$ cat src/rtl/imem_loader_if.sv
// Byte-stream input and instruction-memory write/status bundle for the boot loader.
interface imem_loader_if;
  logic        in_valid;
  logic [7:0]  in_byte;
  logic        out_ready;
  logic        out_imem_wrt;
  logic [31:0] out_imem_addr;
  logic [31:0] out_imem_data;
  logic        out_cpu_hold;
  logic        out_done;
  logic        out_error;
  logic [15:0] out_count;

  modport master (
    output in_valid, in_byte,
    input  out_ready, out_imem_wrt, out_imem_addr, out_imem_data,
           out_cpu_hold, out_done, out_error, out_count
  );

  modport slave (
    input  in_valid, in_byte,
    output out_ready, out_imem_wrt, out_imem_addr, out_imem_data,
           out_cpu_hold, out_done, out_error, out_count
  );
endinterface

$ cat src/rtl/imem_loader.sv
// Boot-time program loader: parses a length-prefixed, XOR-checksummed byte stream into
// big-endian instruction words and holds the CPU in reset until the image verifies.
module imem_loader #(
  parameter int unsigned ADDR_WIDTH = 8
) (
  input logic         clk,
  input logic         rst,
  imem_loader_if.slave bus
);

  localparam int unsigned MAX_WORDS = 2 ** ADDR_WIDTH;

  typedef enum logic [2:0] {
    LEN_HI = 3'd0,
    LEN_LO = 3'd1,
    DATA   = 3'd2,
    CSUM   = 3'd3,
    DONE   = 3'd4,
    ERROR  = 3'd5
  } state_t;

  state_t      state_q, state_d;
  logic [15:0] len_q, len_d;
  logic [23:0] word_q, word_d;
  logic [1:0]  idx_q, idx_d;
  logic [7:0]  csum_q, csum_d;
  logic [15:0] count_q, count_d;
  logic        wrt_q, wrt_d;
  logic [31:0] addr_q, addr_d;
  logic [31:0] data_q, data_d;
  logic        done_q, done_d;
  logic        error_q, error_d;
  logic        hold_q, hold_d;

  logic ready_c;
  logic accept_c;

  assign ready_c  = (state_q == LEN_HI) || (state_q == LEN_LO) ||
                    (state_q == DATA)   || (state_q == CSUM);
  assign accept_c = bus.in_valid && ready_c;

  // Next-state and output decode; count_q doubles as the number of words received.
  always_comb begin
    state_d = state_q;
    len_d   = len_q;
    word_d  = word_q;
    idx_d   = idx_q;
    csum_d  = csum_q;
    count_d = count_q;
    wrt_d   = 1'b0;
    addr_d  = addr_q;
    data_d  = data_q;
    done_d  = done_q;
    error_d = error_q;
    hold_d  = hold_q;

    case (state_q)
      LEN_HI: begin
        if (accept_c) begin
          len_d   = {bus.in_byte, len_q[7:0]};
          state_d = LEN_LO;
        end
      end
      LEN_LO: begin
        if (accept_c) begin
          len_d = {len_q[15:8], bus.in_byte};
          if (32'(len_d) > MAX_WORDS) begin
            state_d = ERROR;
            error_d = 1'b1;
            hold_d  = 1'b1;
          end else if (len_d == 16'd0) begin
            state_d = CSUM;
          end else begin
            state_d = DATA;
          end
        end
      end
      DATA: begin
        if (accept_c) begin
          csum_d = csum_q ^ bus.in_byte;
          idx_d  = idx_q + 2'd1;
          if (idx_q == 2'd3) begin
            wrt_d   = 1'b1;
            addr_d  = 32'(count_q[ADDR_WIDTH-1:0]);
            data_d  = {word_q, bus.in_byte};
            count_d = count_q + 16'd1;
            word_d  = 24'd0;
            if (count_d == len_q) begin
              state_d = CSUM;
            end
          end else begin
            word_d = {word_q[15:0], bus.in_byte};
          end
        end
      end
      CSUM: begin
        if (accept_c) begin
          if (bus.in_byte == csum_q) begin
            state_d = DONE;
            done_d  = 1'b1;
            hold_d  = 1'b0;
          end else begin
            state_d = ERROR;
            error_d = 1'b1;
            hold_d  = 1'b1;
          end
        end
      end
      DONE, ERROR: begin
      end
      default: begin
        state_d = LEN_HI;
      end
    endcase
  end

  always_ff @(posedge clk) begin
    if (rst) begin
      state_q <= LEN_HI;
      len_q   <= 16'd0;
      word_q  <= 24'd0;
      idx_q   <= 2'd0;
      csum_q  <= 8'd0;
      count_q <= 16'd0;
      wrt_q   <= 1'b0;
      addr_q  <= 32'd0;
      data_q  <= 32'd0;
      done_q  <= 1'b0;
      error_q <= 1'b0;
      hold_q  <= 1'b1;
    end else begin
      state_q <= state_d;
      len_q   <= len_d;
      word_q  <= word_d;
      idx_q   <= idx_d;
      csum_q  <= csum_d;
      count_q <= count_d;
      wrt_q   <= wrt_d;
      addr_q  <= addr_d;
      data_q  <= data_d;
      done_q  <= done_d;
      error_q <= error_d;
      hold_q  <= hold_d;
    end
  end

  assign bus.out_ready     = ready_c;
  assign bus.out_imem_wrt  = wrt_q;
  assign bus.out_imem_addr = addr_q;
  assign bus.out_imem_data = data_q;
  assign bus.out_cpu_hold  = hold_q;
  assign bus.out_done      = done_q;
  assign bus.out_error     = error_q;
  assign bus.out_count     = count_q;

endmodule

$ cat src/flat_wrapper.sv
// flat-port wrapper written by rule: the top's interface ports become plain ports
module imem_loader_flat 
#(
  parameter int unsigned ADDR_WIDTH = 8
)
  (clk, rst, bus_in_valid, bus_in_byte, bus_out_ready, bus_out_imem_wrt, bus_out_imem_addr, bus_out_imem_data, bus_out_cpu_hold, bus_out_done, bus_out_error, bus_out_count);
  imem_loader_if bus_i ();
  input logic clk;
  input logic rst;
  input wire logic [$bits(bus_i.in_valid)-1:0] bus_in_valid;
  input wire logic [$bits(bus_i.in_byte)-1:0] bus_in_byte;
  output wire logic [$bits(bus_i.out_ready)-1:0] bus_out_ready;
  output wire logic [$bits(bus_i.out_imem_wrt)-1:0] bus_out_imem_wrt;
  output wire logic [$bits(bus_i.out_imem_addr)-1:0] bus_out_imem_addr;
  output wire logic [$bits(bus_i.out_imem_data)-1:0] bus_out_imem_data;
  output wire logic [$bits(bus_i.out_cpu_hold)-1:0] bus_out_cpu_hold;
  output wire logic [$bits(bus_i.out_done)-1:0] bus_out_done;
  output wire logic [$bits(bus_i.out_error)-1:0] bus_out_error;
  output wire logic [$bits(bus_i.out_count)-1:0] bus_out_count;
  assign bus_i.in_valid = bus_in_valid;
  assign bus_i.in_byte = bus_in_byte;
  assign bus_out_ready = bus_i.out_ready;
  assign bus_out_imem_wrt = bus_i.out_imem_wrt;
  assign bus_out_imem_addr = bus_i.out_imem_addr;
  assign bus_out_imem_data = bus_i.out_imem_data;
  assign bus_out_cpu_hold = bus_i.out_cpu_hold;
  assign bus_out_done = bus_i.out_done;
  assign bus_out_error = bus_i.out_error;
  assign bus_out_count = bus_i.out_count;
  imem_loader #(.ADDR_WIDTH(ADDR_WIDTH)) u_core (.clk(clk), .rst(rst), .bus(bus_i));
endmodule
$ cat config.mk
export PLATFORM = sky130hd
export DESIGN_NAME = imem_loader_flat
export DESIGN_NICKNAME = d
export VERILOG_FILES = /design/src/rtl/imem_loader_if.sv /design/src/rtl/imem_loader.sv /design/src/flat_wrapper.sv
export SDC_FILE = /design/constraint.sdc
export NUM_CORES = 1
export LEC_CHECK = 0
export ABC_AREA = 0
export ABC_CLOCK_PERIOD_IN_PS = 6700
export BUFFER_PORTS_ARGS = -buffer_cell sky130_fd_sc_hd__buf_2
export CORE_MARGIN = 2
export CORE_UTILIZATION = 30
export DETAILED_ROUTE_END_ITERATION = 8
export PLACE_DENSITY = 0.47
export SLEW_MARGIN = 20
export SYNTH_ARGS = -nofsm -noshare
export SYNTH_HDL_FRONTEND = slang
export SYNTH_SLANG_ARGS = --single-unit
export TNS_END_PERCENT = 10
$ cat constraint.sdc
create_clock -name clk -period 6.7 [get_ports clk]
set_input_delay 0.335 -clock clk [delete_from_list [all_inputs] [get_ports clk]]
set_output_delay 0.335 -clock clk [all_outputs]
set_load 0.005 [all_outputs]
==> run summary <==
Total grt overflow: 0
Width of the die: 136 um
Count of final setup violators: 0
Worst vdd ir: 0.000167 V
Period utilization: 40.7%
Largest net degree at the start of global routing: 71
Least-Margin Pin Slew: 1.02 ns
Power per Cell Area: 285 nW/um^2
Top FF cell, synth: dfxtp_1
CTS resizes: 0
WL per Instance: 14.6 um
Total power: 1.76 mW
Yosys warns: 0
GRT Total Usage: 15.3%
Slack of the critical path: 3.97 ns
Worst skew pair latency: 0.42 ns
First-pass GRT wire length: 22100 um
H-tree depth: 4
Diodes inserted: 0
FFs w/ async S/R, synth: 0%
Reg-to-reg slack, setup: 3.97 ns
Unique cell type count in the Yosys netlist: 57
Design area: 6160 um^2
Die ar.: 18400 um^2
Max Slew Vio Count: 0
Commonest non-fill, non-tap cell in the layout: nand2_1
Synthesized area per cell: 8.06 um^2
Share of cells above drive strength 1: 17.2%
Nets: 699
Syn Std Cell Area: 5200 um^2
Crit Path Class: reg2reg
Vias in the first global route: 4323
Crit path time final: 2.73 ns
Crit path DAT: 2.99 ns
Port Buffers: 71
Leakage Power: 2.29 nW
Number of vias per cell: 4.79
CTS tree: yes
Fmax: 367 MHz
# IOs: 96
Standard-cell row count: 48
DIE HEIGHT: 136 um
Initial DRC Count: 273
Clock Path Buffers: 2
Slew margin rel.: 31.8%
Crit Path Max Fanout: 10
TritonCTS Sinks: 113
Clk root buf: clkbuf_16
Worst Skew: 0.00755 ns
Antenna Nets Post-Route: 0
RSZ-0062 raised after global routing: false
Hold Path Class: in2reg
CP startpoint kind: register
Pre-CTS WS: 3.94 ns
Outcome: finished clean
#FFs+latches synth: 113
Final setup TNS: 0 ns
CP Data Required Time: 6.96 ns
Seq/Total Area, Yosys: 43.5%
Drt pass-1 iters: 4
Starting Density: 30.4%
Commonest cells after routing, fill and taps aside: nand2_1, dfxtp_1, a21oi_1
HPWL Detailed: 8840 um
P&R area growth vs syn: 18.4%
Post-synth EDFFs: 0
Routed via count: 4429
CP endpoint kind: register
Final hold vios: 0
Initial antenna violation count: 0
Area after DPL: 5560 um^2
Routed WL: 13400 um
Mapped Cells: 645
Hold-fix buffers, CTS: 0
Post-route DRC: 0
CTS Buf Count: 17
Final RePlAce weighted congestion: 0.785
Reg clk slew, reported paths: 0.05 ns
Core area: 17100 um^2
Post-CTS Setup Inserts: 0
Filler cell count: 1807
Fin Hold WS: 0.271 ns
Total of max-cap violations: 0
[cells in the mapped netlist (3+ instances only)]
master,n,area share [%]
nand2_1,150,11
dfxtp_1,113,43
a21oi_1,82,7.9
nor2_1,40,2.9
clkbuf_1,34,2.5
buf_4,25,3.6
nand3b_1,24,3.5
xnor2_1,22,3.7
xor2_1,22,3.7
mux2i_1,9,1.7
buf_2,8,0.77
nand3_1,8,0.77
nand4_1,8,0.96
nor3_1,8,0.77
or3_1,8,0.96
buf_1,7,0.51
inv_1,7,0.51
nor4_1,7,0.84
o21ai_0,7,0.67
a31oi_1,4,0.48
and4_1,3,0.51
nand2b_1,3,0.36
[flip-flops by register name, summed over array words and instances, names as in the netlist]
signal / count
u_core.bus.out_count: 16
u_core.bus.out_cpu_hold: 1
u_core.bus.out_done: 1
u_core.bus.out_error: 1
u_core.bus.out_imem_addr: 8
u_core.bus.out_imem_data: 32
u_core.bus.out_imem_wrt: 1
u_core.csum_q: 8
u_core.idx_q: 2
u_core.len_q: 16
u_core.state_q: 3
u_core.word_q: 24
[cells by family (layout without fill, tap and decap cells)]
family,count (synthesis),in the layout,share of synthesized area (%)
AOI/OAI and AO/OA,115,115,12.8
xor gates and xnor gates,44,44,7.41
adders and majority gates,2,2,0.481
buffers and inverters,84,115,8.35
DFF,113,113,43.5
muxes,10,10,1.95
other,1,24,0.0721
and+or+nand+nor,276,276,25.5
[per-stage QoR]
| step | utilization (%) | std cells |
|---|---|---|
| after global routing | 36.0 | 924 |
| after global placement | 32.5 | 892 |
| after CTS | 36.0 | 924 |
| final | 36.0 | 924 |
| after floorplan | - | 668 |
| after detailed placement | 32.5 | 892 |
[final timing paths]
path | from | endpoint | cells after the start
worst max-delay path | u_core.bus.out_count[0] | u_core.state_q[1] | 8
worst max register to register | u_core.bus.out_count[0] | u_core.state_q[1] | 8
worst min register to register | u_core.bus.out_imem_data[1] | u_core.bus.out_imem_data[1] | 2
worst min-delay path | bus_in_byte[1] | u_core.len_q[9] | 3
[where the power goes]
part | internal, mW | switching [mW]
registers | 0.691 | 0.0216
logic | 0.0504 | 0.0820
clock network | 0.573 | 0.338
[layer usage]
metal	vias up	global-route usage [%]	share of wire, %
met3	8	4.90	4.3
met4	0	4.17	0.81
met2	102	25.1	48
met5	-	0	0
met1	2110	19.4	47
li1	2209	-	-
[cell type report]
cell class	instances	area, um^2	area share [%]
tap	225	282	4.57
inverter	8	30.0	0.488
sequential	113	2260	36.7
timing repair buffer	75	388	6.30
clock inverter	13	150	2.44
multi-input combinational	471	2590	42.1
clock buffer	19	453	7.35
[worst max-delay path, stage by stage, from the launching register on]
cell and delay (ns):
dfxtp_1 0.55, ha_1 0.29, and4_1 0.46, nand2_2 0.10
or4_1 0.53, nand4_1 0.11, o2111ai_1 0.20, o21ai_0 0.22
a31oi_1 0.10
Note: power is estimated with default switching activity, not from simulation.
